`config.mk`:
```
export PLATFORM = sky130hd
export DESIGN_NAME = mon_frame_receiver_flat
export DESIGN_NICKNAME = d
export VERILOG_FILES = /design/src/rtl/nextasic_pkg.sv /design/src/rtl/mon_frame_receiver_if.sv /design/src/rtl/mon_rx_fifo.sv /design/src/rtl/mon_frame_receiver.sv /design/src/flat_wrapper.sv
export SDC_FILE = /design/constraint.sdc
export NUM_CORES = 1
export LEC_CHECK = 0
export BUFFER_PORTS_ARGS = -buffer_cell sky130_fd_sc_hd__buf_2
export CAP_MARGIN = 5
export CORE_MARGIN = 2
export CORE_UTILIZATION = 60
export CTS_CLUSTER_SIZE = 14
export DETAILED_ROUTE_END_ITERATION = 6
export PLACE_DENSITY = 0.8
export SLEW_MARGIN = 0
export SYNTH_ARGS = -nofsm -noshare
export SYNTH_HDL_FRONTEND = slang
export SYNTH_SLANG_ARGS = --single-unit
```
`constraint.sdc`:
```
create_clock -name mon_clk -period 7.15 [get_ports mon_clk]
set_input_delay 0.3575 -clock mon_clk [delete_from_list [all_inputs] [get_ports mon_clk]]
set_output_delay 0.3575 -clock mon_clk [all_outputs]
set_load 0.02 [all_outputs]
```
`src/rtl/nextasic_pkg.sv`:
```
// Shared monitor-link types: frame width, frame type and receiver state encoding.
package nextasic_pkg;

  localparam int unsigned FRAME_W = 40;

  typedef logic [FRAME_W-1:0] frame_t;

  typedef enum logic [1:0] {
    IDLE,
    DATA,
    STOP,
    RECOVER
  } mon_rx_state_t;

endpackage

```
`src/rtl/mon_frame_receiver_if.sv`:
```
// Valid/ready frame stream from the monitor-link receiver to its ASIC-side consumer.
interface mon_frame_receiver_if
  import nextasic_pkg::*;
();

  frame_t data;
  logic   valid;
  logic   ready;

  modport master (output data, output valid, input ready);
  modport slave  (input data, input valid, output ready);

endinterface

```
`src/rtl/mon_rx_fifo.sv`:
```
// Synchronous frame FIFO with wrap-bit pointers, registered read data and no write-to-read bypass.
module mon_rx_fifo
  import nextasic_pkg::*;
#(
  parameter int unsigned DEPTH  = 4,
  parameter type         data_t = frame_t
) (
  input  logic  clk,
  input  logic  reset,
  input  logic  push,
  input  data_t wr_data,
  input  logic  pop,
  output data_t rd_data,
  output logic  valid,
  output logic  full,
  output logic  empty
);

  localparam int unsigned AW = $clog2(DEPTH);

  logic [AW:0] wr_ptr, rd_ptr, wr_ptr_d, rd_ptr_d;
  logic        do_push, do_pop;
  data_t       mem [DEPTH];
  data_t       rd_data_q;
  logic        valid_q;

  assign empty    = (wr_ptr == rd_ptr);
  assign full     = (wr_ptr[AW] != rd_ptr[AW]) && (wr_ptr[AW-1:0] == rd_ptr[AW-1:0]);
  assign do_pop   = pop && !empty;
  assign do_push  = push && (!full || do_pop);
  assign wr_ptr_d = wr_ptr + (AW+1)'(do_push);
  assign rd_ptr_d = rd_ptr + (AW+1)'(do_pop);

  assign rd_data = rd_data_q;
  assign valid   = valid_q;

  always_ff @(posedge clk) begin
    if (reset) begin
      wr_ptr  <= '0;
      rd_ptr  <= '0;
      valid_q <= 1'b0;
    end else begin
      wr_ptr  <= wr_ptr_d;
      rd_ptr  <= rd_ptr_d;
      valid_q <= (wr_ptr_d != rd_ptr_d);
    end
  end

  // Storage and read register need no reset; a write landing on the next head is forwarded
  // into the read register so it is visible one cycle later, never in the same cycle.
  always_ff @(posedge clk) begin
    if (do_push) begin
      mem[wr_ptr[AW-1:0]] <= wr_data;
    end
    if (do_push && (wr_ptr[AW-1:0] == rd_ptr_d[AW-1:0])) begin
      rd_data_q <= wr_data;
    end else begin
      rd_data_q <= mem[rd_ptr_d[AW-1:0]];
    end
  end

endmodule

```
`src/rtl/mon_frame_receiver.sv`:
```
// Monitor-link inbound deserializer: start/40 data/stop framing into a frame FIFO.
// Optional MON_RX_ERRCNT_EN adds a saturating 8-bit err_count of frame_err/overrun pulses.
module mon_frame_receiver
  import nextasic_pkg::*;
#(
  parameter int unsigned FIFO_DEPTH = 4
) (
  input  logic                        mon_clk,
  input  logic                        reset,
  input  logic                        to_mon,
  mon_frame_receiver_if.master        out,
  output logic                        frame_err,
  output logic                        overrun,
`ifdef MON_RX_ERRCNT_EN
  output logic [7:0]                  err_count,
`endif
  output logic                        busy
);

  mon_rx_state_t state;
  logic [5:0]    bit_cnt;
  frame_t        shreg;
  frame_t        fifo_rd_data;
  logic          fifo_valid, fifo_full, fifo_empty;
  logic          push, pop_ok;

  assign push      = (state == STOP) && to_mon;
  assign pop_ok    = out.ready && !fifo_empty;
  assign out.data  = fifo_rd_data;
  assign out.valid = fifo_valid;

  always_ff @(posedge mon_clk) begin
    if (reset) begin
      state     <= IDLE;
      bit_cnt   <= '0;
      frame_err <= 1'b0;
      overrun   <= 1'b0;
      busy      <= 1'b0;
    end else begin
      frame_err <= 1'b0;
      overrun   <= 1'b0;
      case (state)
        IDLE: begin
          if (!to_mon) begin
            state   <= DATA;
            bit_cnt <= '0;
            busy    <= 1'b1;
          end
        end
        DATA: begin
          shreg <= {shreg[FRAME_W-2:0], to_mon};
          if (bit_cnt == 6'(FRAME_W - 1)) begin
            state <= STOP;
          end else begin
            bit_cnt <= bit_cnt + 6'd1;
          end
        end
        STOP: begin
          if (to_mon) begin
            state   <= IDLE;
            busy    <= 1'b0;
            overrun <= fifo_full && !pop_ok;
          end else begin
            state     <= RECOVER;
            frame_err <= 1'b1;
          end
        end
        RECOVER: begin
          if (to_mon) begin
            state <= IDLE;
            busy  <= 1'b0;
          end
        end
        default: begin
          state <= IDLE;
          busy  <= 1'b0;
        end
      endcase
    end
  end

`ifdef MON_RX_ERRCNT_EN
  always_ff @(posedge mon_clk) begin
    if (reset) begin
      err_count <= '0;
    end else if ((frame_err || overrun) && (err_count != 8'hFF)) begin
      err_count <= err_count + 8'd1;
    end
  end
`endif

  mon_rx_fifo #(
    .DEPTH  (FIFO_DEPTH),
    .data_t (frame_t)
  ) u_fifo (
    .clk     (mon_clk),
    .reset   (reset),
    .push    (push),
    .wr_data (shreg),
    .pop     (out.ready),
    .rd_data (fifo_rd_data),
    .valid   (fifo_valid),
    .full    (fifo_full),
    .empty   (fifo_empty)
  );

endmodule

```
`src/flat_wrapper.sv`:
```
// flat-port wrapper written by rule: the top's interface ports become plain ports
module mon_frame_receiver_flat import nextasic_pkg::*;
#(
  parameter int unsigned FIFO_DEPTH = 4
)
  (mon_clk, reset, to_mon, frame_err, overrun, busy, out_data, out_valid, out_ready);
  mon_frame_receiver_if out_i ();
  input  logic mon_clk;
  input  logic reset;
  input  logic to_mon;
  output logic frame_err;
  output logic overrun;
  output logic busy;
  output wire logic [$bits(out_i.data)-1:0] out_data;
  output wire logic [$bits(out_i.valid)-1:0] out_valid;
  input wire logic [$bits(out_i.ready)-1:0] out_ready;
  assign out_data = out_i.data;
  assign out_valid = out_i.valid;
  assign out_i.ready = out_ready;
  mon_frame_receiver #(.FIFO_DEPTH(FIFO_DEPTH)) u_core (.mon_clk(mon_clk), .reset(reset), .to_mon(to_mon), .out(out_i), .frame_err(frame_err), .overrun(overrun), .busy(busy));
endmodule
```
== After elaboration in Yosys (flattened, before gate mapping) ==
Memory sizes are Yosys's and may differ from the RTL's. A register that Yosys moved wholly into a read port is not among the register bits.
Index checks and enable logic that the tools add are counted.
Word-level totals
  register bits: 58
  memory bits (writable): 160
  bits of input ports: 4
  output and inout port bits: 44
  logic and storage cells: 62
  memories kept: 1
Cells by class
  add/subtract/negate cells: 3
  equal/unequal tests: 13
  muxes and demuxes: 14
  bitwise gates (word level): 3
  reduce and logical (&&, ||, !) cells: 19
Memory list
  u_core.u_fifo.mem: words 4, bits a word 40, read ports 1, clocked after Yosys merged registers in 1, wr ports 1, line mon_rx_fifo.sv:23  | data_t mem [DEPTH];
Operators by type and width (number)
  6-bit two-way mux: 2
  6-bit case mux with 2 select lines: 1
  3-bit AND reduction: 3
  2-bit two-way mux: 4
  2-bit case mux with 4 select lines: 1
  3-bit by 1-bit adder with 3-bit output: 2
  6-bit by 1-bit adder with 6-bit output (second input constant): 1
  6-bit == test (second input constant): 1
  2-bit != test (second input constant): 3
  1-bit logical AND: 5
  1-bit two-way mux: 5
  2-bit == test (second input constant): 2
  2-bit by 1-bit != test with 1-bit output (second input constant): 2
  2-bit nonzero test: 2
  2-bit OR reduction: 2
  3-bit == test: 1
  1-bit logical NOT: 3
  3-bit != test: 1
  1-bit inverter: 3
  3-bit OR reduction: 1
  2-bit by 1-bit == test with 1-bit output (second input constant): 1
  2-bit == test: 1
  2-bit logical NOT: 1
  1-bit case mux with 2 select lines: 1
  other kinds (3): 3

== Depth between registers and ports, before layout ==
Gate-level depths: netlist of run 1.
  word-level depth: 7
  gate-level depth with buffers: 8
  depth with buffers taken out: 8

== Modules after synthesis ==
From an unflattened synthesis of run 1, not the netlist that was laid out.
Second synthesis, totals
  cell total of the unflattened synthesis: 347
  area total of the unflattened synthesis: 7953.9 sq um
Modules (own cells, without submodules)
  mon_rx_fifo: times used 1, cells each 248, area each 6206.0 sq um, sequential area each 4984.8 sq um
  mon_frame_receiver: times used 1, cells each 99, area each 1747.9 sq um, sequential area each 1421.4 sq um

== Worst setup path after synthesis of run 1 ==
Ideal clock, no wire load.
  kind: register to register
  start point: register u_core.u_fifo.wr_ptr[0]
  end point: memory u_core.u_fifo.mem[0][0] in the netlist's numbering, enable pin
  setup time: 495 ps
  data arrival time: 3919 ps
  required time: 6655 ps
  setup slack: 2735 ps
  cell stages (with the launch flop): 5
  buffers on the path: 0
  period minus slack after synthesis: 4415 ps
  cell sequence: dfxtp_1 > xor2_1 > nor4_1 > and4bb_2 > nor3b_1
Between the ends
  word-level cells in the longest chain between the ends: 7
  elaborated cells between the ends (all ways): 10
  classes of those cells: eq/ne: 2; mux: 2; reduce/logical: 6
Ends and longest elaborated chain
  start: declaration: line mon_rx_fifo.sv:21  | logic [AW:0] wr_ptr, rd_ptr, wr_ptr_d, rd_ptr_d;
  start signal: assignment: line mon_rx_fifo.sv:43  | wr_ptr <= wr_ptr_d;
  3-bit == test / 2-bit == test (equally long branches): line mon_rx_fifo.sv:27, mon_rx_fifo.sv:28
  1-bit logical NOT / 1-bit logical AND (equally long branches): line mon_rx_fifo.sv:29, mon_rx_fifo.sv:28
  1-bit logical AND / 1-bit logical NOT (equally long branches): line mon_rx_fifo.sv:29, mon_rx_fifo.sv:30
  1-bit logical OR: line mon_rx_fifo.sv:30  | assign do_push = push && (!full || do_pop);
  1-bit logical AND: line mon_rx_fifo.sv:30
  1-bit two-way mux: line mon_rx_fifo.sv:52  | if (do_push) begin
  1-bit two-way mux (implied by the code): line mon_rx_fifo.sv:53  | mem[wr_ptr[AW-1:0]] <= wr_data;
  end: declaration: line mon_rx_fifo.sv:23
Parallel ways exist; a longest one is shown, timed or not.

==> results of run 1 <==
[worst max-delay path, stage by stage (launching register included)]
cell     delay [ns]
dfxtp_2        0.31
buf_4          0.61
mux4_2         0.64
buf_2          0.18
[routing by layer]
metal	global-route usage	share of wire	vias up
met5	0	0	-
met4	0.0484	0.015	0
met3	0.0396	0.064	21
met2	0.341	0.54	109
met1	0.257	0.39	1770
li1	-	-	1560
[sequential cells by signal, summed over array words and instances (netlist names), named ones only]
register	cells
u_core.bit_cnt	6
u_core.busy	1
u_core.frame_err	1
u_core.overrun	1
u_core.shreg	40
u_core.state	2
u_core.u_fifo.mem	160
u_core.u_fifo.rd_ptr	3
u_core.u_fifo.valid	1
u_core.u_fifo.wr_ptr	3
[worst min path at each step]
| stage | from | to | depth (start not counted) |
|---|---|---|---|
| floorplan | to_mon | u_core.frame_err$_SDFF_PP0_ | 1 |
| global placement | u_core.busy$_SDFFE_PP0P_ | u_core.busy$_SDFFE_PP0P_ | 2 |
| detailed placement | u_core.busy$_SDFFE_PP0P_ | u_core.busy$_SDFFE_PP0P_ | 2 |
| CTS | to_mon | u_core.frame_err$_SDFF_PP0_ | 2 |
| global route | to_mon | u_core.frame_err$_SDFF_PP0_ | 2 |
| finish | to_mon | u_core.frame_err$_SDFF_PP0_ | 2 |
[per-stage QoR]
| stage | std cells | total power, mW | hold slack (ns) | util |
|---|---|---|---|---|
| after floorplan | 350 | 1.45 | 0.429 | - |
| after global placement | 559 | 1.46 | 0.444 | 0.654 |
| after detailed placement | 559 | 1.46 | 0.448 | 0.654 |
| after CTS | 596 | 2.49 | 0.150 | 0.704 |
| after global routing | 596 | 2.54 | 0.169 | 0.704 |
| final | 596 | 2.47 | 0.162 | 0.704 |
[area by class of cell]
cell class / count / area [um2]
Multi-Input combinational cell: 115 / 1430
Clock buffer: 25 / 541
Clock inverter: 12 / 105
Tap cell: 172 / 215
Timing Repair Buffer: 50 / 258
Fill cell: 792 / 3760
Sequential cell: 220 / 6410
Inverter: 2 / 7.51
[power by group]
part,switching [mW],total (mW),internal (mW)
Combinational,0.0119,0.0164,0.00444
Sequential,0.0110,1.42,1.40
Clock,0.429,1.04,0.610
[cells by family (layout without fill, tap and decap cells)]
family / Yosys count / after routing / share of synthesized area
AO/OA/AOI/OAI: 18 / 18 / 0.0148
XOR/XNOR: 8 / 8 / 0.00889
adder cells (fa/ha/maj): 5 / 5 / 0.00794
buffers and inverters: 15 / 89 / 0.00794
flip-flops: 220 / 220 / 0.813
multiplexers: 40 / 40 / 0.114
AND/OR/NAND/NOR: 44 / 44 / 0.0330
[placed cells by master (no fill, tap or decap), drive strengths merged, types with 2 or more instances in the layout]
master,count
edfxtp,200
buf,50
mux4,40
clkbuf,25
dfxtp,20
clkinv,9
nand2,8
xnor2,6
nor2b,6
a21oi,6
nor2,6
ha,5
nand3,4
nand2b,3
a31oi,3
nor4,3
nor3b,3
inv,3
xor2,2
and3b,2
or3,2
o21ai,2
bufinv,2
and3,2
==> results.json, run 1 <==
{
  "post_cts_buffers": 0,
  "period_needed_ns": 2.58,
  "yosysSeqAreaShare": 0.813,
  "rows": 41,
  "finalSetupViolCount": 0,
  "coreArea_mm2": 0.0127,
  "place_hpwl_um": 6280,
  "syn-num-nets": 359,
  "yosysMostFrequentCell": "edfxtp_1",
  "synthFlopType": "edfxtp_1",
  "slew-limit-headroom": 0.268,
  "cp_data_required_time_ns": 6.79,
  "yosysWarnings": 0,
  "hold_class": "primary input to flop",
  "fin_nets": 419,
  "clock_latency_ns": 0.48,
  "cellPowerDensity_mw_per_mm2": 276,
  "initial_utilization": 0.619,
  "hold_viol_final": 0,
  "ir_drop_v": 0.000137,
  "crit_path_start_kind": "flop",
  "worstReg2RegEnd": "u_core.u_fifo.mem[3][15]$_DFFE_PP_",
  "crit_type": "flop to output pin",
  "dr_total_vias": 3460,
  "routed_via_density": 5.81,
  "die_w_um": 119,
  "grt_max_degree": 41,
  "cts_sinks": 220,
  "grt_setup_unrepaired": "false",
  "yosysTopAreaCellShare": 0.762,
  "final_cell_area_mm2": 0.00896,
  "syn_area_mm2": 0.00788,
  "ctsHoldBuffers": 0,
  "synthArstFlopShare": 0,
  "reg2reg_slack_ns": 4.71,
  "dieArea_mm2": 0.0141,
  "h-tree-depth": 1,
  "cap_violations": 0,
  "cts_resized": 0,
  "fin_ws_ns": 4.57,
  "ys_types": 36,
  "first_pass_iters": 5,
  "root_buffer": "clkbuf_16",
  "antenna_cells": 0,
  "worst_pin_slew_ns": 1.10,
  "grt.total_usage": 0.196,
  "cp-end-kind": "output pin",
  "final.period_utilization": 0.361,
  "critPathMaxFanout": 40,
  "synth_commonest_cells": "edfxtp_1 (200), mux4_2 (40), dfxtp_1 (20)",
  "status": "finished clean",
  "drv_slew": 0,
  "rr_worst_depth": 4,
  "cts_tree": "yes",
  "crit_end": "out_data[8]",
  "globalplace.congestion": 0.755,
  "finalSetupTns_ns": 0,
  "synth_edf_count": 200,
  "drt.antenna.violating_nets": 0,
  "cts_buffers": 21,
  "portBuffers": 47,
  "syn-instance-count": 350,
  "grt_pass1_wl_um": 20800,
  "synth_top_cell_by_area": "edfxtp_1",
  "gr-total-overflow": 0,
  "grt_pass1_vias": 3681,
  "die_height_um": 119,
  "post_drt_wl_per_cell_um": 22.0,
  "dpl-instance-area_mm2": 0.00832,
  "ys_seq_elements": 220,
  "synthTopCellsByArea": "edfxtp_1 (76%), mux4_2 (11%), dfxtp_1 (5.1%)",
  "finalClockSkew_ns": 0.00755,
  "fmax_ghz": 0.387,
  "crit_arrival_ns": 2.22,
  "place_worst_setup_slack_ns": 4.70,
  "ios": 48,
  "wl_um": 13100,
  "area_delta_synth_final_pct": 13.7,
  "synth.avg_cell_area_um2": 22.5,
  "drive_above_1_share": 0.297,
  "r2r_start": "u_core.u_fifo.wr_ptr[0]$_SDFF_PP0_",
  "leakage_nw": 2.90,
  "antenna_found_initial": 0,
  "first_iter_violations": 300,
  "path_clk_slew_ns": 0.06,
  "drc": 0,
  "clockBufferDepth": 3
}
Power figures use the tool's default switching activity.
==> run 2: changes to the inputs <==
--- a/config.mk
+++ b/config.mk
@@ -8,10 +8,10 @@
 export BUFFER_PORTS_ARGS = -buffer_cell sky130_fd_sc_hd__buf_2
 export CAP_MARGIN = 5
 export CORE_MARGIN = 2
-export CORE_UTILIZATION = 60
+export CORE_UTILIZATION = 54
 export CTS_CLUSTER_SIZE = 14
 export DETAILED_ROUTE_END_ITERATION = 6
-export PLACE_DENSITY = 0.8
+export PLACE_DENSITY = 0.76
 export SLEW_MARGIN = 0
 export SYNTH_ARGS = -nofsm -noshare
 export SYNTH_HDL_FRONTEND = slang
==> constraint.sdc (replaced) <==
create_clock -name mon_clk -period 2.1 [get_ports mon_clk]
set_input_delay 0.105 -clock mon_clk [delete_from_list [all_inputs] [get_ports mon_clk]]
set_output_delay 0.105 -clock mon_clk [all_outputs]
set_load 0.02 [all_outputs]
==> run 2 against run 1 <==
Clock power increased to 3.6 times the previous value. Count of clock-buffer cells in the layout increased by 3. Clock skew increased by 0.0090 ns. Global-route usage decreased by 1.9 points. Hold slack got worse by 0.14 ns. Final cell count increased by 6.0%. Wire length increased by 6.1%. Worst setup slack got worse by 4.6 ns. Critical path depth increased by 5. Largest cell class unchanged.
==> results.json, run 2 (synthesized netlist as in run 1, its figures left out) <==
{
  "status": "finished clean",
  "ios": 48,
  "die_height_um": 125,
  "antenna_found_initial": 0,
  "hold_viol_final": 0,
  "cpPeakStageDelay_ns": 0.32,
  "crit_type": "flop to flop",
  "dr_total_vias": 3577,
  "routed_via_density": 5.66,
  "clock_latency_ns": 0.50,
  "cp_data_required_time_ns": 2.35,
  "grt_pass1_wl_um": 21500,
  "dieArea_mm2": 0.0156,
  "drt.antenna.violating_nets": 0,
  "largest_reg_flops": 160,
  "clockBufferDepth": 3,
  "finalSetupViolCount": 0,
  "cellPowerDensity_mw_per_mm2": 912,
  "dpl-instance-area_mm2": 0.00852,
  "globalplace.congestion": 0.795,
  "finalClockSkew_ns": 0.0166,
  "final_cell_mix": "edfxtp_1 (200), buf_2 (47), mux4_2 (40)",
  "share_comb_of_total_power": 0.007,
  "cap_violations": 0,
  "cts_tree": "yes",
  "p_clk_frac": 0.431,
  "grt_setup_unrepaired": "true",
  "drc": 0,
  "initial_utilization": 0.548,
  "final_cell_area_mm2": 0.00941,
  "p_int_mw": 6.98,
  "drive_above_1_share": 0.350,
  "critPathMaxFanout": 10,
  "fin_ws_ns": 0.0162,
  "worstReg2RegEnd": "u_core.u_fifo.mem[0][1]$_DFFE_PP_",
  "rows": 44,
  "grt_pass1_vias": 3830,
  "coreArea_mm2": 0.0144,
  "post-route-util": 0.655,
  "antenna_cells": 0,
  "slew-limit-headroom": 0.681,
  "ir_drop_v": 0.000898,
  "drv_slew": 0,
  "crit_family": "simple AND/OR/NAND/NOR gates",
  "critical_path_cell_count": 8,
  "hold_class": "primary input to flop",
  "first_iter_violations": 260,
  "crit_start": "u_core.u_fifo.rd_ptr[0]$_SDFF_PP0_",
  "cts_buffers": 22,
  "cts_sinks": 220,
  "crit_path_frequent_cell": "buf_4",
  "cp_num_buf_inv": 4,
  "crit_arrival_ns": 2.33,
  "die_w_um": 125,
  "power.share.sequential": 0.561,
  "p_sw_mw": 1.60,
  "r2r_start": "u_core.u_fifo.rd_ptr[0]$_SDFF_PP0_",
  "leakage_nw": 3.06,
  "crit_path_start_kind": "flop",
  "cp_slowest_cell": "dfxtp_1",
  "wl_um": 13900,
  "reg2reg_slack_ns": 0.02,
  "final.period_utilization": 0.992,
  "crit_end": "u_core.u_fifo.mem[0][1]$_DFFE_PP_",
  "place_hpwl_um": 7430,
  "whs_ns": 0.0225,
  "final_common_cell": "edfxtp_1",
  "period_needed_ns": 2.08,
  "p_sw_frac": 0.186,
  "portBuffers": 47,
  "place_worst_setup_slack_ns": -0.0487,
  "grt.total_usage": 0.177,
  "area_delta_synth_final_pct": 19.5,
  "worst_pin_slew_ns": 0.475,
  "h-tree-depth": 1,
  "root_buffer": "clkbuf_16",
  "post_drt_wl_per_cell_um": 22.0,
  "fin_nets": 441,
  "path_cells": "xor2_1 > nor4_2 > and4bb_2 > buf_4 > buf_4 > nor3b_4 > buf_12 > clkbuf_16",
  "fillers": 921,
  "path_clk_slew_ns": 0.06,
  "fmax_ghz": 0.480,
  "gr-total-overflow": 0,
  "grt_max_degree": 41,
  "first_pass_iters": 4,
  "rr_worst_depth": 8,
  "p_total_mw": 8.58,
  "cp-end-kind": "flop"
}
-- run 2: changes by cell type in the layout (fill, tap and decap cells not counted), sizes merged --
cell / change
clkinvlp: +1
dlygate4sd3: +2
inv: -1
buf: +17
clkbuf: +5
-- run 2: layer usage --
metal | track usage | wire length (um) | up-vias
met2 | 0.309 | 7310 | 90
met3 | 0.0369 | 589 | 20
met1 | 0.229 | 5790 | 1859
met4 | 0.0456 | 228 | 0
met5 | 0 | 0 | -
li1 | - | - | 1608
-- run 2: how the worst min path moves through the flow --
stage | start | endpoint | slack, ns | cells after the start
final | reset | u_core.u_fifo.rd_ptr[2]$_SDFF_PP0_ | 0.02 | 2
after global routing | reset | u_core.u_fifo.wr_ptr[0]$_SDFF_PP0_ | 0.06 | 2
after CTS | reset | u_core.u_fifo.rd_ptr[2]$_SDFF_PP0_ | 0.001 | 2
after detailed placement | to_mon | u_core.frame_err$_SDFF_PP0_ | 0.41 | 2
after global placement | to_mon | u_core.frame_err$_SDFF_PP0_ | 0.39 | 2
after floorplan | to_mon | u_core.frame_err$_SDFF_PP0_ | 0.18 | 1
-- run 2: per-stage QoR --
stage | cells | TNS [ns]
final | 632 | 0
after global routing | 632 | -1.05
after CTS | 623 | 0
after detailed placement | 581 | -0.0487
after global placement | 581 | 0
after floorplan | 350 | -13.46
-- run 2: worst reg2reg max path, cell delays in order, from the launching register on --
cell and delay, ns:
dfxtp_1 0.32, xor2_1 0.18, nor4_2 0.32, and4bb_2 0.30, buf_4 0.14, buf_4 0.12, nor3b_4 0.15, buf_12 0.14
clkbuf_16 0.17
-- run 2: layout make-up --
class | count | area [um2] | share of cell area
Multi-Input combinational cell | 115 | 1490 | 0.158
Clock inverter | 12 | 118 | 0.0125
Inverter | 2 | 7.51 | 0.000798
Clock buffer | 28 | 573 | 0.0609
Sequential cell | 220 | 6420 | 0.682
Tap cell | 184 | 230 | 0.0245
Timing Repair Buffer | 71 | 576 | 0.0612
-- run 2: repair_timing --
| action | 4_1_cts | 5_1_grt |
|---|---|---|
| hold buffers | 2 | 0 |
| setup endpoints to repair | 12 | 1 |
| gates resized for setup | 3 | 7 |
| setup buffers | 0 | 6 |
| hold endpoints to repair | 3 | 0 |
| gates cloned | 0 | 4 |
| pin swaps | 0 | 5 |
-- run 2: power by group through the flow --
stage | clock [mW] | sequential (mW) | combinational, mW
floorplan | 0 | 4.90 | 0.0384
global placement | 0 | 4.90 | 0.0577
detailed placement | 0 | 4.91 | 0.0596
CTS | 3.75 | 4.82 | 0.0626
global route | 3.93 | 4.82 | 0.0697
finish | 3.70 | 4.82 | 0.0634
